### src/rtl/uart_rx.sv
// Oversampling UART receiver: 2-flop synchronizer, START/DATA/PARITY/STOP FSM, one-cycle result pulses.
// Define UART_RX_MAJORITY_VOTE_EN for a 2-of-3 vote around each bit centre instead of a single sample.
module uart_rx #(
    parameter int Data_WD = 8
) (
    input  logic               CLK,
    input  logic               RST,
    input  logic               RX_IN,
    input  logic [5:0]         Prescale,
    input  logic               PAR_EN,
    input  logic               PAR_TYP,
    output logic [Data_WD-1:0] P_DATA,
    output logic               data_valid,
    output logic               par_err,
    output logic               stp_err
);

    localparam int BW = $clog2(Data_WD + 1);

    typedef enum logic [2:0] {IDLE, START, DATA, PARITY, STOP} state_t;

    state_t             state_q;
    logic               sync1_q;
    logic               rx_s_q;
    logic [5:0]         pre_q;
    logic               par_en_q;
    logic               par_typ_q;
    logic [5:0]         edge_q;
    logic [BW-1:0]      bit_q;
    logic [Data_WD-1:0] shift_q;
    logic               par_bad_q;
    logic               stop_bad_q;

    logic [5:0]         pre_d;
    logic [5:0]         half;
    logic               wrap;
    logic               commit;
    logic               bit_val;

    always_ff @(posedge CLK or negedge RST) begin
        if (!RST) begin
            sync1_q <= 1'b1;
            rx_s_q  <= 1'b1;
        end else begin
            sync1_q <= RX_IN;
            rx_s_q  <= sync1_q;
        end
    end

    always_comb begin
        pre_d = 6'd8;
        if (Prescale == 6'd8 || Prescale == 6'd16 || Prescale == 6'd32)
            pre_d = Prescale;
    end

    assign half = {1'b0, pre_q[5:1]};
    assign wrap = (edge_q == pre_q - 6'd1);

`ifdef UART_RX_MAJORITY_VOTE_EN
    logic [2:0] vote_q;

    always_ff @(posedge CLK or negedge RST) begin
        if (!RST) begin
            vote_q <= '1;
        end else if (edge_q == half - 6'd1 || edge_q == half || edge_q == half + 6'd1) begin
            vote_q <= {vote_q[1:0], rx_s_q};
        end
    end

    assign bit_val = (vote_q[0] & vote_q[1]) | (vote_q[0] & vote_q[2]) | (vote_q[1] & vote_q[2]);
    assign commit  = (edge_q == half + 6'd2);
`else
    logic sample_q;

    always_ff @(posedge CLK or negedge RST) begin
        if (!RST) begin
            sample_q <= 1'b1;
        end else if (edge_q == half) begin
            sample_q <= rx_s_q;
        end
    end

    assign bit_val = sample_q;
    assign commit  = (edge_q == half + 6'd1);
`endif

    always_ff @(posedge CLK or negedge RST) begin
        if (!RST) begin
            state_q    <= IDLE;
            pre_q      <= 6'd8;
            par_en_q   <= 1'b0;
            par_typ_q  <= 1'b0;
            edge_q     <= '0;
            bit_q      <= '0;
            shift_q    <= '0;
            par_bad_q  <= 1'b0;
            stop_bad_q <= 1'b0;
            P_DATA     <= '0;
            data_valid <= 1'b0;
            par_err    <= 1'b0;
            stp_err    <= 1'b0;
        end else begin
            data_valid <= 1'b0;
            par_err    <= 1'b0;
            stp_err    <= 1'b0;
            if (state_q != IDLE)
                edge_q <= wrap ? 6'd0 : edge_q + 6'd1;

            unique case (state_q)
                IDLE: begin
                    if (!rx_s_q) begin
                        state_q    <= START;
                        edge_q     <= '0;
                        bit_q      <= '0;
                        pre_q      <= pre_d;
                        par_en_q   <= PAR_EN;
                        par_typ_q  <= PAR_TYP;
                        par_bad_q  <= 1'b0;
                        stop_bad_q <= 1'b0;
                    end
                end
                START: begin
                    if (commit && bit_val)
                        state_q <= IDLE;
                    else if (wrap)
                        state_q <= DATA;
                end
                DATA: begin
                    if (commit)
                        shift_q <= {bit_val, shift_q[Data_WD-1:1]};
                    if (wrap) begin
                        if (bit_q == BW'(Data_WD - 1)) begin
                            bit_q   <= '0;
                            state_q <= par_en_q ? PARITY : STOP;
                        end else begin
                            bit_q <= bit_q + 1'b1;
                        end
                    end
                end
                PARITY: begin
                    // Mismatch against XOR(data) for even, ~XOR(data) for odd.
                    if (commit)
                        par_bad_q <= bit_val ^ (^shift_q) ^ par_typ_q;
                    if (wrap)
                        state_q <= STOP;
                end
                STOP: begin
                    if (commit)
                        stop_bad_q <= ~bit_val;
                    if (wrap) begin
                        state_q <= IDLE;
                        if (stop_bad_q) begin
                            stp_err <= 1'b1;
                        end else if (par_bad_q) begin
                            par_err <= 1'b1;
                        end else begin
                            data_valid <= 1'b1;
                            P_DATA     <= shift_q;
                        end
                    end
                end
                default: state_q <= IDLE;
            endcase
        end
    end

endmodule
### config.mk
export PLATFORM = sky130hd
export DESIGN_NAME = uart_rx
export DESIGN_NICKNAME = d
export VERILOG_FILES = /design/src/rtl/uart_rx.sv
export SDC_FILE = /design/constraint.sdc
export NUM_CORES = 1
export LEC_CHECK = 0
export BUFFER_PORTS_ARGS = -buffer_cell sky130_fd_sc_hd__buf_2
export CORE_MARGIN = 2
export CORE_UTILIZATION = 40
export CTS_BUF_LIST = sky130_fd_sc_hd__clkbuf_4
export DETAILED_ROUTE_END_ITERATION = 7
export PLACE_DENSITY = 0.62
export SYNTH_ARGS = -nofsm -noshare
export SYNTH_HDL_FRONTEND = slang
export SYNTH_SLANG_ARGS = --single-unit
### constraint.sdc
create_clock -name CLK -period 2.9 [get_ports CLK]
set_input_delay 0.435 -clock CLK [delete_from_list [all_inputs] [get_ports CLK]]
set_output_delay 0.435 -clock CLK [all_outputs]
set_load 0.05 [all_outputs]
==> reports/metrics.yaml, run 1 <==
layout:
  diodes: 0
  multi_input_area_um2: 1197
  nets: 264
  instances_no_fill: 324
  fill_cells: 579
  syn2layout_area_growth_pct: 9.316
  drive_gt1_frac: 0.2048
  seqCellArea_um2: 1131
clock_network:
  cts_max_level: 2
  cts_sinks: 45
  clk_path_buf_depth: 2
  cts_root_buffer: "clkbuf_4"
  post_cts_resized: 0
  cts_made_buffers: 5
  clk_pin_slew_ns: 0.15
  hold_buffers: 0
  cts_tree: "done"
  clk_latency_ns: 0.37
  post_cts_buffers: 0
timing:
  worstMarginPinSlew_ns: 0.9964
  rsz0062_at_grt: "false"
  fin_skew_ns: 0.02711
  finalCritPeriodShare: 0.8769
  relSlewSlack: 0.3357
  fmax_mhz: 393.2
  setup-violations-final: 0
  fin_hold_ws_ns: 0.1665
  drv_slew: 0
  period_needed_ns: 2.543
  hold_viol: 0
  timing.setup.tns_ns: 0
worst_setup_path:
  r2r_start: "pre_q[1]"
  critical_path.max_fanout: 9
  required_ns: 3.16
  worstSetupEndpointType: "register"
  critPathArrivalTime_ns: 2.80
  path_class: "register to register"
  startpoint_type: "register"
  crit_start: "pre_q[1]"
pwr:
  combPwrFrac: 0.329
  irDropWorstVdd_uv: 285.8
  cellLeakagePower_uw: 0.001223
  p_sw_frac: 0.3841
  total_power_uw: 1792
  p_seq_frac: 0.495
  p_int_uw: 1104
  p_clk_frac: 0.176
  powerDensity_nw_per_um2: 674.5
  power_switching_uw: 688.5
grt:
  grt_usage: 0.1534
  antenna_found_initial: 0
  grt_pass1_wl_mm: 7.748
  grt_pass1_vias: 1661
  grt_max_degree: 46
  overflow: 0
floorplanning:
  fp.dieH_um: 81.96
  rows: 28
  io_pins: 22
  die_x_um: 81.96
  start_util: 0.4131
  core_area_um2: 5886
  die-area_um2: 6717
detailed_routing:
  drt_first_pass_iters: 4
  initialDrtViolationCount: 88
  drc: 0
  ant_nets: 0
  num_vias: 1703
  wl_per_cell_um: 13.80
  viasPerCell: 5.256
  wirelength_mm: 4.471
synthesis:
  avgSynthCellArea_um2: 10.62
  synth.distinct_cells: 51
  synth_top_family_by_area: "simple AND/OR/NAND/NOR gates"
  synth_edf_count: 0
  synth-compound-area-share: 0.08852
  netlist_instances: 229
  ys_async_sr_fraction: 1.000
  synth_fp_nets: 245
  yosysWarningCount: 0
  synthAdderAreaFrac: 0.02573
  synth_mux_area_frac: 0.1076
  synthXorXnorAreaFrac: 0.09367
  synthSimpleGateAreaFrac: 0.1755
  synth-seq-area-share: 0.4653
  synth-seq-cells: 45
  synth_area_um2: 2431
  synth_flop_cell: "dfrtp_1"
placed_design:
  gp_congestion: 0.7918
  hpwl_mm: 3.200
  place_inst: 316
  numPortBuffers: 21
run_status:
  outcome: "complete, no violations"
hold_path:
  hp-start: "RX_IN"
  hp-class: "primary input to register"
run:
  cap_violations: 0
registers in the layout, indices dropped and copies added, names as in the netlist, 3 cells and up:
| signal | cells |
|---|---|
| P_DATA | 8 |
| bit_q | 4 |
| edge_q | 6 |
| pre_q | 6 |
| shift_q | 8 |
| state_q | 3 |
layout make-up:
class                           instances  share of cell area
Clock inverter                          3            0.009416
Tap cell                               75             0.03531
Clock buffer                            5             0.01412
Sequential cell                        45              0.4256
Inverter                               12             0.01695
Timing Repair Buffer                   24             0.04802
Multi-Input combinational cell        160              0.4506
cells in the mapped netlist (3+ instances only):
| library cell | number | area, µm² |
|---|---|---|
| dfrtp_1 | 41 | 1026 |
| nand2_1 | 24 | 90.09 |
| xnor2_1 | 17 | 148.9 |
| inv_1 | 11 | 41.29 |
| nor2_1 | 11 | 41.29 |
| xor2_1 | 9 | 78.83 |
| mux2_1 | 8 | 90.09 |
| mux2_4 | 8 | 120.1 |
| nand3_1 | 7 | 35.03 |
| nand2b_1 | 6 | 37.54 |
| clkbuf_1 | 5 | 18.77 |
| ha_1 | 5 | 62.56 |
| nor3_1 | 5 | 25.02 |
| buf_2 | 4 | 20.02 |
| dfstp_2 | 4 | 105.1 |
| mux2i_1 | 4 | 40.04 |
| nand3b_1 | 4 | 30.03 |
| o21ai_1 | 4 | 20.02 |
| a31oi_1 | 3 | 18.77 |
| nor4b_1 | 3 | 26.28 |
| o211ai_1 | 3 | 22.52 |
| o31ai_1 | 3 | 22.52 |
| or3_1 | 3 | 18.77 |
| or4_1 | 3 | 22.52 |
power by group through the flow:
stage / sequential, µW / combinational [µW] / clock, µW
2_1_floorplan: 806 / 550 / 0
3_3_place_gp: 899 / 586 / 0
3_5_place_dp: 901 / 594 / 0
4_1_cts: 888 / 596 / 330
5_1_grt: 904 / 666 / 364
6_report: 887 / 589 / 316
cell families after synthesis:
logic type / after synthesis
mux: 21
buf+inv: 24
flops: 45
xor+xnor: 26
fa+ha+maj: 5
compound gates: 29
simple gates: 79
cells in the final DEF, fill, tap and decap left out, types with 2 or more instances in the layout:
cell,n
mux2_4,8
mux2_1,8
mux2i_1,4
nand4_1,2
or4_1,2
a21oi_1,2
nand2b_1,6
o211ai_1,3
inv_1,11
o21ai_0,2
o21ai_1,4
clkbuf_4,5
nor4b_1,3
a31oi_1,3
nor3_1,5
nor2b_1,2
nor4_1,2
buf_2,21
o31ai_1,3
or3b_1,2
o22ai_1,2
or3_1,3
dfstp_2,4
nor2_1,11
buf_4,3
xnor2_1,17
nand2_1,24
dfrtp_1,41
nand3b_1,4
nand3_1,7
xor2_1,9
ha_1,5
path summary, 6_finish.rpt:
kind | slack [ns] | depth (start not counted) | to
max | 0.36 | 7 | P_DATA[6]
min | 0.17 | 1 | sync1_q
max reg2reg | 0.36 | 7 | P_DATA[6]
min reg2reg | 0.37 | 0 | rx_s_q
max in group asynchronous | 2.06 | 1 | state_q[1]
min in group asynchronous | 0.22 | 1 | edge_q[3]
critical path, stage by stage, from the launching register on:
cell       delay [ns]
dfrtp_1          0.45
inv_1            0.10
ha_1             0.24
o21ba_1          0.19
a221oi_1         0.28
o2111ai_1        0.20
or4_4            0.63
mux2_4           0.33
routing by layer:
metal	vias up	routed length, µm	track usage	share of wire
met5	-	0	0	0
met2	29	2140	0.2488	0.48
met3	6	164	0.03297	0.037
met4	0	78	0.06333	0.017
li1	835	-	-	-
met1	833	2088	0.1989	0.47
per-stage QoR:
| step | setup WS, ns | util | instance area, µm² |
|---|---|---|---|
| floorplan | 0.5517 | - | 2431 |
| global placement | 0.2712 | 0.4403 | 2591 |
| detailed placement | 0.1835 | 0.4403 | 2591 |
| CTS | 0.1437 | 0.4509 | 2654 |
| global route | 0.1841 | 0.4515 | 2658 |
| finish | 0.3570 | 0.4515 | 2658 |
Note: power is estimated with default switching activity, not from simulation.
==> run 2, diff against run 1 <==
CORE_ASPECT_RATIO = 1.75   (was unset)
==> run 2 against run 1 <==
  * Highest routed layer unchanged
  * Final cell count is 0.31% higher
  * Count of clock-buffer cells in the layout stayed put
  * Via count is 1.6% lower
  * Critical endpoint is now P_DATA[2]
  * Largest cell class unchanged
  * Worst setup slack worse by 0.14 ns
==> reports/metrics.yaml, run 2 (synthesized netlist as in run 1, its figures left out) <==
detailed_routing:
  wirelength_mm: 4.800
  drt_first_pass_iters: 4
  viasPerCell: 5.154
  initialDrtViolationCount: 21
  drc: 0
  ant_nets: 0
  num_vias: 1675
  wl_per_cell_um: 14.77
floorplanning:
  die-area_um2: 6742
  rows: 37
  io_pins: 22
  die_x_um: 62.93
  start_util: 0.4135
  fp.dieH_um: 107.1
  core_area_um2: 5879
layout:
  drive_gt1_frac: 0.1943
  syn2layout_area_growth_pct: 10.34
  diodes: 0
  finalInstanceArea_um2: 2683
  nets: 262
  reg_top3: "P_DATA: 8 flops, shift_q: 8 flops"
  final_common_cell: "dfrtp_1"
  final_cell_mix: "dfrtp_1 (41), nand2_1 (24), buf_2 (21)"
clock_network:
  clk_path_buf_depth: 2
  post_cts_resized: 0
  cts_made_buffers: 5
  clk_pin_slew_ns: 0.13
  hold_buffers: 0
  clk_latency_ns: 0.36
  cts_max_level: 2
  post_cts_buffers: 0
  cts_tree: "done"
  cts_sinks: 45
  cts_root_buffer: "clkbuf_4"
hold_path:
  hp-class: "primary input to register"
  hp-start: "RX_IN"
  min_path_cells: 1
  hold_path_end: "sync1_q"
pwr:
  p_clk_frac: 0.242
  cellLeakagePower_uw: 0.001235
  power_switching_uw: 684.1
  p_int_uw: 1261
  irDropWorstVdd_uv: 619.3
  combPwrFrac: 0.302
  powerDensity_nw_per_um2: 725.1
  p_seq_frac: 0.457
  p_sw_frac: 0.3517
timing:
  worstMarginPinSlew_ns: 0.9635
  fin_skew_ns: 0.01366
  relSlewSlack: 0.3577
  drv_slew: 0
  period_needed_ns: 2.687
  setup-violations-final: 0
  finalCritPeriodShare: 0.9266
  timing.setup.tns_ns: 0
  fmax_mhz: 372.2
  hold_viol: 0
  rsz0062_at_grt: "false"
worst_setup_path:
  critical_path.max_fanout: 9
  crit-reg2reg-capture: "P_DATA[2]"
  r2r_slack_ns: 0.21
  startpoint_type: "register"
  path_class: "register to register"
  r2r_start: "pre_q[1]"
  crit_start: "pre_q[1]"
  required_ns: 3.15
  worstRegToRegCells: 7
  worstSetupEndpointType: "register"
  critPathArrivalTime_ns: 2.94
run_status:
  outcome: "complete, no violations"
grt:
  overflow: 0
  grt_pass1_wl_mm: 8.176
  grt_max_degree: 46
  grt_pass1_vias: 1729
  grt_usage: 0.1541
  antenna_found_initial: 0
placed_design:
  numPortBuffers: 21
  place_area_um2: 2580
  hpwl_mm: 3.617
  gp_congestion: 0.7908
run:
  cap_violations: 0
run 2: changes by cell type in the layout (fill, tap and decap cells not counted), sizes merged:
cell,delta
clkinvlp,-1
bufinv,+2
inv,-1
buf,-2
run 2: power by group through the flow:
stage / registers (µW) / clock network [µW] / logic (µW)
floorplan: 806 / 0 / 550
global placement: 901 / 0 / 581
detailed placement: 902 / 0 / 593
CTS: 890 / 484 / 596
global route: 908 / 502 / 653
finish: 889 / 470 / 587
run 2: layout make-up:
| type | count | area, µm² |
|---|---|---|
| fill | 563 | 3197 |
| multi-input combinational | 160 | 1194 |
| sequential | 45 | 1131 |
| timing repair buffer | 22 | 112.6 |
| tap | 78 | 97.59 |
| clock inverter | 3 | 65.06 |
| inverter | 12 | 45.04 |
| clock buffer | 5 | 37.54 |
run 2: worst max-delay path by stage:
stage / to / slack [ns]
final: P_DATA[2] / 0.21
after global routing: P_DATA[2] / 0.02
after CTS: P_DATA[2] / 0.19
after detailed placement: P_DATA[3] / 0.22
after global placement: P_DATA[0] / 0.26
after floorplan: P_DATA[0] / 0.55
run 2: worst max-delay path: stages, from the launching register on:
cell and delay (ns):
dfrtp_1 0.44, inv_1 0.11, ha_1 0.24, o21ba_1 0.18
a221oi_1 0.28, o2111ai_1 0.17, or4_1 0.77, mux2_4 0.40
run 2: layer usage:
metal | share of wire | track usage | vias up
met2 | 0.57 | 0.2979 | 18
met5 | 0 | 0 | -
met4 | 0.018 | 0.06508 | 0
met1 | 0.40 | 0.1618 | 825
li1 | - | - | 826
met3 | 0.019 | 0.02204 | 6
run 2: metrics by stage:
step	total power [µW]	std cells	utilization	hold slack, ns	setup slack (ns)
after floorplan	1356	229	-	0.1394	0.5517
after global placement	1482	317	0.4388	0.3568	0.2551
after detailed placement	1496	317	0.4388	0.3555	0.2164
after CTS	1970	325	0.4563	0.1486	0.1936
after global routing	2063	325	0.4563	0.1539	0.01634
final	1945	325	0.4563	0.1647	0.2130
==> run 3, diff against run 2 <==
CORE_MARGIN = 4   (was 2)
==> run 3 against run 2 <==
  * Global-route usage down 1.3 points
  * Power down 9.8%
  * Clock skew up 0.0080 ns
  * Largest power group unchanged
  * First-iteration DRC count up 90%
  * Hold slack worse by 0.025 ns
  * Register-to-register slack better by 0.08 ns
  * Combinational power down 1%
  * Sequential power about the same
  * Count of clock-buffer cells in the layout unchanged
  * Via count down 2.1%
  * Routed wire length down 0.96%
  * Sequential share of layout area up 0.78 points
==> reports/metrics.yaml, run 3 (synthesized netlist as in run 1, its figures left out) <==
timing:
  setup-violations-final: 0
  hold_viol: 0
  finalCritPeriodShare: 0.9001
  fmax_mhz: 383.1
  drv_slew: 0
  period_needed_ns: 2.610
  timing.setup.tns_ns: 0
  fin_skew_ns: 0.02168
  rsz0062_at_grt: "false"
  fin_hold_ws_ns: 0.1394
  worstMarginPinSlew_ns: 0.9952
  relSlewSlack: 0.3365
grt:
  grt_pass1_wl_mm: 8.135
  antenna_found_initial: 0
  grt_usage: 0.1415
  grt_pass1_vias: 1698
  overflow: 0
  grt_max_degree: 46
clock_network:
  hold_buffers: 0
  post_cts_buffers: 0
  cts_made_buffers: 5
  clk_pin_slew_ns: 0.13
  cts_sinks: 45
  cts_max_level: 2
  post_cts_resized: 0
  clk_latency_ns: 0.37
  cts_root_buffer: "clkbuf_4"
  cts_tree: "done"
  clk_path_buf_depth: 2
floorplanning:
  core_area_um2: 5879
  die-area_um2: 7438
  start_util: 0.4135
  die_x_um: 66.93
  io_pins: 22
  rows: 37
  fp.dieH_um: 111.1
hold_path:
  hp-class: "primary input to register"
  hp-start: "RX_IN"
detailed_routing:
  viasPerCell: 5.046
  drt_first_pass_iters: 4
  num_vias: 1640
  initialDrtViolationCount: 40
  drc: 0
  wl_per_cell_um: 14.63
  ant_nets: 0
  wirelength_mm: 4.754
run:
  cap_violations: 0
worst_setup_path:
  r2r_start: "pre_q[2]"
  startpoint_type: "register"
  path_class: "register to register"
  critical_path.max_fanout: 8
  required_ns: 3.14
  critPathArrivalTime_ns: 2.85
  worstSetupEndpointType: "register"
  crit_start: "pre_q[2]"
layout:
  final_cell_mix: "dfrtp_1 (41), nand2_1 (24), buf_2 (21)"
  reg_top3: "P_DATA: 8 flops, shift_q: 8 flops"
  nets: 262
  syn2layout_area_growth_pct: 8.338
  postLayoutCoreUtil: 0.4480
  final_common_cell: "dfrtp_1"
  diodes: 0
  drive_gt1_frac: 0.1903
  fill_cells: 581
placed_design:
  numPortBuffers: 21
  gp_congestion: 0.7729
  hpwl_mm: 3.575
pwr:
  irDropWorstVdd_uv: 420.7
  cellLeakagePower_uw: 0.001212
  powerDensity_nw_per_um2: 666.4
run_status:
  outcome: "complete, no violations"
[run 3: worst paths after layout]
kind                              end  slack [ns]  cells past startpoint
setup reg to reg           shift_q[6]        0.29                      7
hold reg to reg                rx_s_q        0.37                      0
min in group asynchronous    bit_q[2]        0.21                      1
hold / removal                sync1_q        0.14                      1
setup / recovery           shift_q[6]        0.29                      7
max in group asynchronous   P_DATA[5]        2.06                      1
[run 3: per-layer routing]
metal | up-vias | track usage | wire length [µm]
li1 | 827 | - | -
met1 | 785 | 0.1573 | 1873
met2 | 18 | 0.2480 | 2648
met3 | 10 | 0.02130 | 100
met4 | 0 | 0.07588 | 131
met5 | - | 0 | 0
[run 3: layout make-up]
class | count | area (µm²) | share of cell area
sequential | 45 | 1131 | 0.4295
tap | 78 | 97.59 | 0.03705
clock inverter | 3 | 12.51 | 0.004751
clock buffer | 5 | 37.54 | 0.01425
multi-input combinational | 160 | 1197 | 0.4546
timing repair buffer | 22 | 112.6 | 0.04276
inverter | 12 | 45.04 | 0.01710
[run 3: worst max-delay path: stages (launching register included)]
cell,delay [ns]
dfrtp_1,0.51
inv_1,0.10
ha_1,0.30
xor2_1,0.15
a2111oi_2,0.30
nand4_1,0.34
nor3_4,0.43
mux2_1,0.37
[run 3: power by group]
group	switching [µW]	total [µW]	leakage, µW	internal, µW
Clock	195	283	0.0000300	87.9
Combinational	312	580	0.000580	268
Sequential	166	892	0.000601	726
Total	673	1760	0.00121	1080
[run 3: through the flow]
step | worst slack, ns | area, µm² | std cells | power [µW]
CTS | 0.1564 | 2630 | 325 | 1781
detailed placement | 0.1940 | 2580 | 317 | 1495
global route | 0.1307 | 2634 | 325 | 1891
finish | 0.2898 | 2634 | 325 | 1755
global placement | 0.2578 | 2580 | 317 | 1483
floorplan | 0.5517 | 2431 | 229 | 1356
